### src/rtl/mips_pkg.sv
// Shared types and constants for the MIPS fetch pipeline: fetch FSM state
// encoding, the IF/ID payload struct, instruction size and NOP encoding.
package mips_pkg;

  localparam int unsigned INSTR_BYTES = 4;
  localparam logic [31:0] NOP         = 32'h0000_0000;

  typedef enum logic [1:0] {
    FS_IDLE = 2'd0,
    FS_RUN  = 2'd1,
    FS_HALT = 2'd2
  } fetch_state_e;

  typedef struct packed {
    logic [31:0] instr;
    logic [31:0] pc;
    logic [31:0] pc_plus4;
  } if_id_t;

endpackage

### src/rtl/fetch_stage_if_id_reg.sv
// IF/ID pipeline register: a valid/ready hold register. Flush clears only the
// valid bit so the last captured payload stays visible on the outputs.
module if_id_reg
  import mips_pkg::*;
(
  input  logic   clk,
  input  logic   rst,
  input  logic   load,
  input  logic   flush,
  input  if_id_t d,
  output logic   valid,
  output if_id_t q
);

  logic   valid_q, valid_d;
  if_id_t data_q, data_d;

  always_comb begin
    valid_d = valid_q;
    data_d  = data_q;
    if (flush) begin
      valid_d = 1'b0;
    end else if (load) begin
      valid_d = 1'b1;
      data_d  = d;
    end
  end

  always_ff @(posedge clk) begin
    if (rst) begin
      valid_q         <= 1'b0;
      data_q.instr    <= NOP;
      data_q.pc       <= '0;
      data_q.pc_plus4 <= '0;
    end else begin
      valid_q <= valid_d;
      data_q  <= data_d;
    end
  end

  assign valid = valid_q;
  assign q     = data_q;

endmodule

### src/rtl/fetch_stage.sv
// Instruction fetch stage: PC, IDLE/RUN/HALT control and the IF/ID register.
// Optional perf counters (fetch_cnt, stall_cnt) under `FETCH_PERF_CNT_EN.
module fetch_stage
  import mips_pkg::*;
#(
  parameter logic [31:0] RESET_PC   = 32'h0000_0000,
  parameter int          IMEM_DEPTH = 256
) (
  input  logic        clk,
  input  logic        rst,
  input  logic        en,
  input  logic        redirect,
  input  logic [31:0] redirect_pc,
  output logic [31:0] imem_addr,
  input  logic [31:0] imem_data,
  input  logic        id_ready,
  output logic        id_valid,
  output logic [31:0] id_instr,
  output logic [31:0] id_pc,
  output logic [31:0] id_pc_plus4,
  output logic        fetch_err
`ifdef FETCH_PERF_CNT_EN
  ,
  output logic [31:0] fetch_cnt,
  output logic [31:0] stall_cnt
`endif
);

  localparam logic [31:0] PC_MAX = 32'(IMEM_DEPTH - int'(INSTR_BYTES));

  fetch_state_e state_q, state_d;
  logic [31:0]  pc_q, pc_d;
  logic         err_q, err_d;
  logic [31:0]  pc_plus4;
  logic         stall, advance, load, flush;
  if_id_t       if_id_d, if_id_q;

  assign pc_plus4  = pc_q + 32'(INSTR_BYTES);
  assign stall     = id_valid && !id_ready;
  assign advance   = !stall;
  assign imem_addr = pc_q;

  assign if_id_d.instr    = imem_data;
  assign if_id_d.pc       = pc_q;
  assign if_id_d.pc_plus4 = pc_plus4;

  // Priority inside RUN: redirect, then disable/drain, then range check and capture.
  always_comb begin
    state_d = state_q;
    pc_d    = pc_q;
    err_d   = err_q;
    load    = 1'b0;
    flush   = 1'b0;
    unique case (state_q)
      FS_IDLE: begin
        if (en) state_d = FS_RUN;
      end
      FS_RUN: begin
        if (redirect) begin
          flush = 1'b1;
          if (redirect_pc[1:0] != 2'b00) begin
            err_d   = 1'b1;
            state_d = FS_HALT;
          end else begin
            pc_d = redirect_pc;
          end
        end else if (!en) begin
          if (!stall) begin
            flush   = 1'b1;
            state_d = FS_IDLE;
          end
        end else if (advance) begin
          if (pc_q > PC_MAX || pc_q[1:0] != 2'b00) begin
            err_d   = 1'b1;
            flush   = 1'b1;
            state_d = FS_HALT;
          end else begin
            load = 1'b1;
            pc_d = pc_plus4;
          end
        end
      end
      FS_HALT: state_d = FS_HALT;
      default: state_d = FS_IDLE;
    endcase
  end

  always_ff @(posedge clk) begin
    if (rst) begin
      state_q <= FS_IDLE;
      pc_q    <= RESET_PC;
      err_q   <= 1'b0;
    end else begin
      state_q <= state_d;
      pc_q    <= pc_d;
      err_q   <= err_d;
    end
  end

  assign fetch_err = err_q;

  if_id_reg u_if_id_reg (
    .clk  (clk),
    .rst  (rst),
    .load (load),
    .flush(flush),
    .d    (if_id_d),
    .valid(id_valid),
    .q    (if_id_q)
  );

  assign id_instr    = if_id_q.instr;
  assign id_pc       = if_id_q.pc;
  assign id_pc_plus4 = if_id_q.pc_plus4;

`ifdef FETCH_PERF_CNT_EN
  logic [31:0] fetch_cnt_q, fetch_cnt_d;
  logic [31:0] stall_cnt_q, stall_cnt_d;

  always_comb begin
    fetch_cnt_d = fetch_cnt_q;
    stall_cnt_d = stall_cnt_q;
    if (load && fetch_cnt_q != '1) fetch_cnt_d = fetch_cnt_q + 32'd1;
    if (state_q == FS_RUN && stall && stall_cnt_q != '1) stall_cnt_d = stall_cnt_q + 32'd1;
  end

  always_ff @(posedge clk) begin
    if (rst) begin
      fetch_cnt_q <= '0;
      stall_cnt_q <= '0;
    end else begin
      fetch_cnt_q <= fetch_cnt_d;
      stall_cnt_q <= stall_cnt_d;
    end
  end

  assign fetch_cnt = fetch_cnt_q;
  assign stall_cnt = stall_cnt_q;
`endif

endmodule

### config.mk
export PLATFORM = sky130hd
export DESIGN_NAME = fetch_stage
export DESIGN_NICKNAME = d
export VERILOG_FILES = /design/src/rtl/mips_pkg.sv /design/src/rtl/fetch_stage_if_id_reg.sv /design/src/rtl/fetch_stage.sv
export SDC_FILE = /design/constraint.sdc
export NUM_CORES = 1
export LEC_CHECK = 0
export CAP_MARGIN = 20
export CORE_MARGIN = 2
export CORE_UTILIZATION = 43
export CTS_BUF_LIST = sky130_fd_sc_hd__clkbuf_4 sky130_fd_sc_hd__clkbuf_8
export DETAILED_ROUTE_END_ITERATION = 8
export PLACE_DENSITY = 0.81
export SYNTH_ARGS = -nofsm -noshare
export SYNTH_HDL_FRONTEND = slang
export SYNTH_SLANG_ARGS = --single-unit
### constraint.sdc
create_clock -name clk -period 2.5 [get_ports clk]
set_clock_uncertainty 0.1 [all_clocks]
set_input_delay 0.25 -clock clk [delete_from_list [all_inputs] [get_ports clk]]
set_output_delay 0.25 -clock clk [all_outputs]
set_load 0.05 [all_outputs]
==> results.sh <==
export IMPL_run_status="finished, final reports clean"
export IMPL_die_area_mm2=0.01157
export IMPL_gr_usage_all_layers=0.2228
export IMPL_fmax_mhz=435.2
export IMPL_fraction_of_power_consumed_by_sequential_logic=0.492
export IMPL_critPathRequiredTime_ns=2.72
export IMPL_worst_slew_pin_transition_ns=0.5737
export IMPL_shortest_clock_period_the_worst_path_allows_after_layout_ns=2.298
export IMPL_synth_edff_count=0
export IMPL_num_nets_final=727
export IMPL_irDropWorstVdd_mv=0.3817
export IMPL_power_share_clock=0.366
export IMPL_power_leakage_nw=2.519
export IMPL_cts_max_path_buffers=2
export IMPL_drt_first_pass_iters=5
export IMPL_boundaryPins=199
export IMPL_cts_repair_resize_count=0
export IMPL_ys_ff_latch=130
export IMPL_vias=4077
export IMPL_setup_viol=0
export IMPL_synthesis_instances=468
export IMPL_clock_tree_htree_level_count=4
export IMPL_core_area_mm2=0.01037
export IMPL_mostFrequentLayoutCell="sky130_fd_sc_hd__clkdlybuf4s50_1"
export IMPL_fin_crit_sh=0.9192
export IMPL_start_util=0.4446
export IMPL_routed_wire_length_per_instance_um=15.87
export IMPL_drc_errors=0
export IMPL_post_route_cells_drive_above_1_share=0.08060
export IMPL_synth_warning_count=0
export IMPL_cts_tree="built"
export IMPL_initialDrtViolationCount=148
export IMPL_cts_post_setup_buffers_inserted=0
export IMPL_setup_repair_after_global_routing_missed_its_margin="false"
export IMPL_async_reset_ff_frac=0
export IMPL_grt_overflow_total=0
export IMPL_cp_start_kind="flop"
export IMPL_first_global_vias=4148
export IMPL_path_class="reg -> reg"
export IMPL_whs_ns=0.09186
export IMPL_slew_headroom=0.6163
export IMPL_power_per_cell_area_mw_per_mm2=616.3
export IMPL_floorplan_die_width_um=107.6
export IMPL_critPathCaptureType="flop"
export IMPL_maxCapViolations=0
export IMPL_report_final_slew_viol_count=0
export IMPL_num_clock_sinks=130
export IMPL_layout_area_overhead_vs_synth_pct=53.54
export IMPL_chipHeight_um=107.6
export IMPL_final_setup_tns_ns=0
export IMPL_yosys_most_used_dff="sky130_fd_sc_hd__dfxtp_1"
export IMPL_io_buf_count=198
export IMPL_postRouteAntennaNets=0
export IMPL_cts_hold_repair_buffers=0
export IMPL_clk_transition_reported_paths_ns=0.08
export IMPL_finalHoldViolCount=0
export IMPL_synth_net_count=538
export IMPL_place_detailed_hpwl_mm=9.121
export IMPL_core_rowCount=37
export IMPL_comb_power_share=0.142
export IMPL_ctsRootBufferMaster="sky130_fd_sc_hd__clkbuf_8"
export IMPL_post_synth_instance_area_mm2=0.004611
export IMPL_max_fo_critical_path=49
export IMPL_net_switching_power_mw=1.263
export IMPL_utilization=0.6827
export IMPL_final_cell_mix="sky130_fd_sc_hd__clkdlybuf4s50_1, sky130_fd_sc_hd__dfxtp_1, sky130_fd_sc_hd__nor2_1"
export IMPL_synth_sequential_area_ratio=0.5645
export IMPL_antenna_found_initial=0
export IMPL_grt_pass1_wl_mm=20.28
export IMPL_grt_max_degree=50
export IMPL_filler_instances=798
export IMPL_tritoncts_num_buffers=17
export IMPL_post_place_cells=774
export IMPL_post_drt_via_cell_ratio=5.058
export IMPL_drt_wl_total_mm=12.80
export IMPL_clock_insertion_delay_worst_skew_ns=0.42
export IMPL_min_delay_path_class="in -> reg"
export IMPL_antenna_cells_inserted=0
export IMPL_netSwitchingFraction=0.2895
export IMPL_design_area_mm2=0.007079
export IMPL_synth_area_per_cell_um2=9.852
export IMPL_cp_data_arrival_time_ns=2.52
export IMPL_ys_types=33
export IMPL_gp_congestion=0.8047
export IMPL_p_int_mw=3.100
export IMPL_placed_cell_area_mm2=0.006720
export IMPL_finalNonFillerCells=806
==> per-stage QoR <==
stage,power (mW),setup WS (ns)
final,4.363,0.2021
after floorplan,2.538,0.3918
after CTS,4.410,0.2012
after global routing,4.546,0.08009
after detailed placement,2.814,0.05971
after global placement,2.800,0.1230
==> area by class of cell <==
type	count	area, µm²	area share
Sequential cell	130	2603	0.3676
Inverter	5	18.77	0.002651
Clock buffer	19	255.2	0.03606
Clock inverter	13	103.9	0.01467
Multi-Input combinational cell	291	1809	0.2556
Tap cell	136	170.2	0.02404
Timing Repair Buffer	212	2120	0.2994
==> sequential cells by signal (all words and copies together) (netlist names) <==
name / cells
state_q: 2
u_if_id_reg.valid: 1
imem_addr: 32
fetch_err: 1
u_if_id_reg.q: 94
==> power groups by stage <==
| stage | combinational [mW] | clock [mW] | sequential (mW) |
|---|---|---|---|
| 6_report | 0.621 | 1.60 | 2.15 |
| 5_1_grt | 0.660 | 1.74 | 2.15 |
| 4_1_cts | 0.624 | 1.64 | 2.15 |
| 3_5_place_dp | 0.621 | 0 | 2.19 |
| 3_3_place_gp | 0.609 | 0 | 2.19 |
| 2_1_floorplan | 0.232 | 0 | 2.31 |
==> path summary, 6_finish.rpt <==
| path | cells after the start | from | slack (ns) | end |
|---|---|---|---|---|
| worst max-delay path | 7 | imem_addr[8]$_SDFFE_PP0P_ | 0.20 | u_if_id_reg.q[60]$_SDFFE_PP0P_ |
| worst min-delay path | 2 | rst | 0.09 | u_if_id_reg.q[3]$_SDFFE_PP0P_ |
| worst max register to register | 7 | imem_addr[8]$_SDFFE_PP0P_ | 0.20 | u_if_id_reg.q[60]$_SDFFE_PP0P_ |
| worst min register to register | 1 | u_if_id_reg.q[17]$_SDFFE_PP0P_ | 0.36 | u_if_id_reg.q[17]$_SDFFE_PP0P_ |
==> routing by layer <==
| layer | GRT usage | vias to the layer above | share of wire |
|---|---|---|---|
| met3 | 0.09927 | 19 | 0.10 |
| met2 | 0.3706 | 175 | 0.49 |
| met5 | 0 | - | 0 |
| li1 | - | 1986 | - |
| met1 | 0.2446 | 1897 | 0.39 |
| met4 | 0.09890 | 0 | 0.021 |
==> logic make-up after synthesis <==
kind of cell               count (synthesis)  synth area share
DFF                                      130            0.5645
muxes                                     41           0.08901
xor gates and xnor gates                   5          0.009500
AOI/OAI and AO/OA                         83            0.1048
adders and majority gates                  1          0.002713
and+or+nand+nor                          161            0.1837
buffers and inverters                     47           0.04586
==> worst max-delay path: stages, from the launching register on <==
cell and delay, ns:
sky130_fd_sc_hd__dfxtp_1 0.37, sky130_fd_sc_hd__nor4_1 0.36, sky130_fd_sc_hd__nand4_1 0.31, sky130_fd_sc_hd__nor3_4 0.29, sky130_fd_sc_hd__buf_12 0.22, sky130_fd_sc_hd__nor2_2 0.05, sky130_fd_sc_hd__buf_4 0.25, sky130_fd_sc_hd__and2_1 0.21
==> Yosys cell counts, drive strengths merged (2+ instances only) <==
| cell type | instances | area share |
|---|---|---|
| dfxtp | 130 | 0.56 |
| nor2 | 55 | 0.045 |
| and2 | 50 | 0.068 |
| mux2i | 41 | 0.089 |
| a21oi | 35 | 0.038 |
| clkbuf | 30 | 0.024 |
| o21ai | 26 | 0.028 |
| nand4 | 24 | 0.033 |
| buf | 12 | 0.017 |
| nand3 | 9 | 0.0098 |
| a211oi | 7 | 0.011 |
| nor4 | 6 | 0.0081 |
| inv | 5 | 0.0041 |
| nand2b | 5 | 0.0068 |
| nor3 | 5 | 0.0065 |
| nand2 | 4 | 0.0033 |
| a31o | 3 | 0.0057 |
| o31ai | 3 | 0.0049 |
| xnor2 | 3 | 0.0057 |
| a2111oi | 2 | 0.0038 |
| and3 | 2 | 0.0027 |
| xor2 | 2 | 0.0038 |
(Power assumes the default switching activity.)
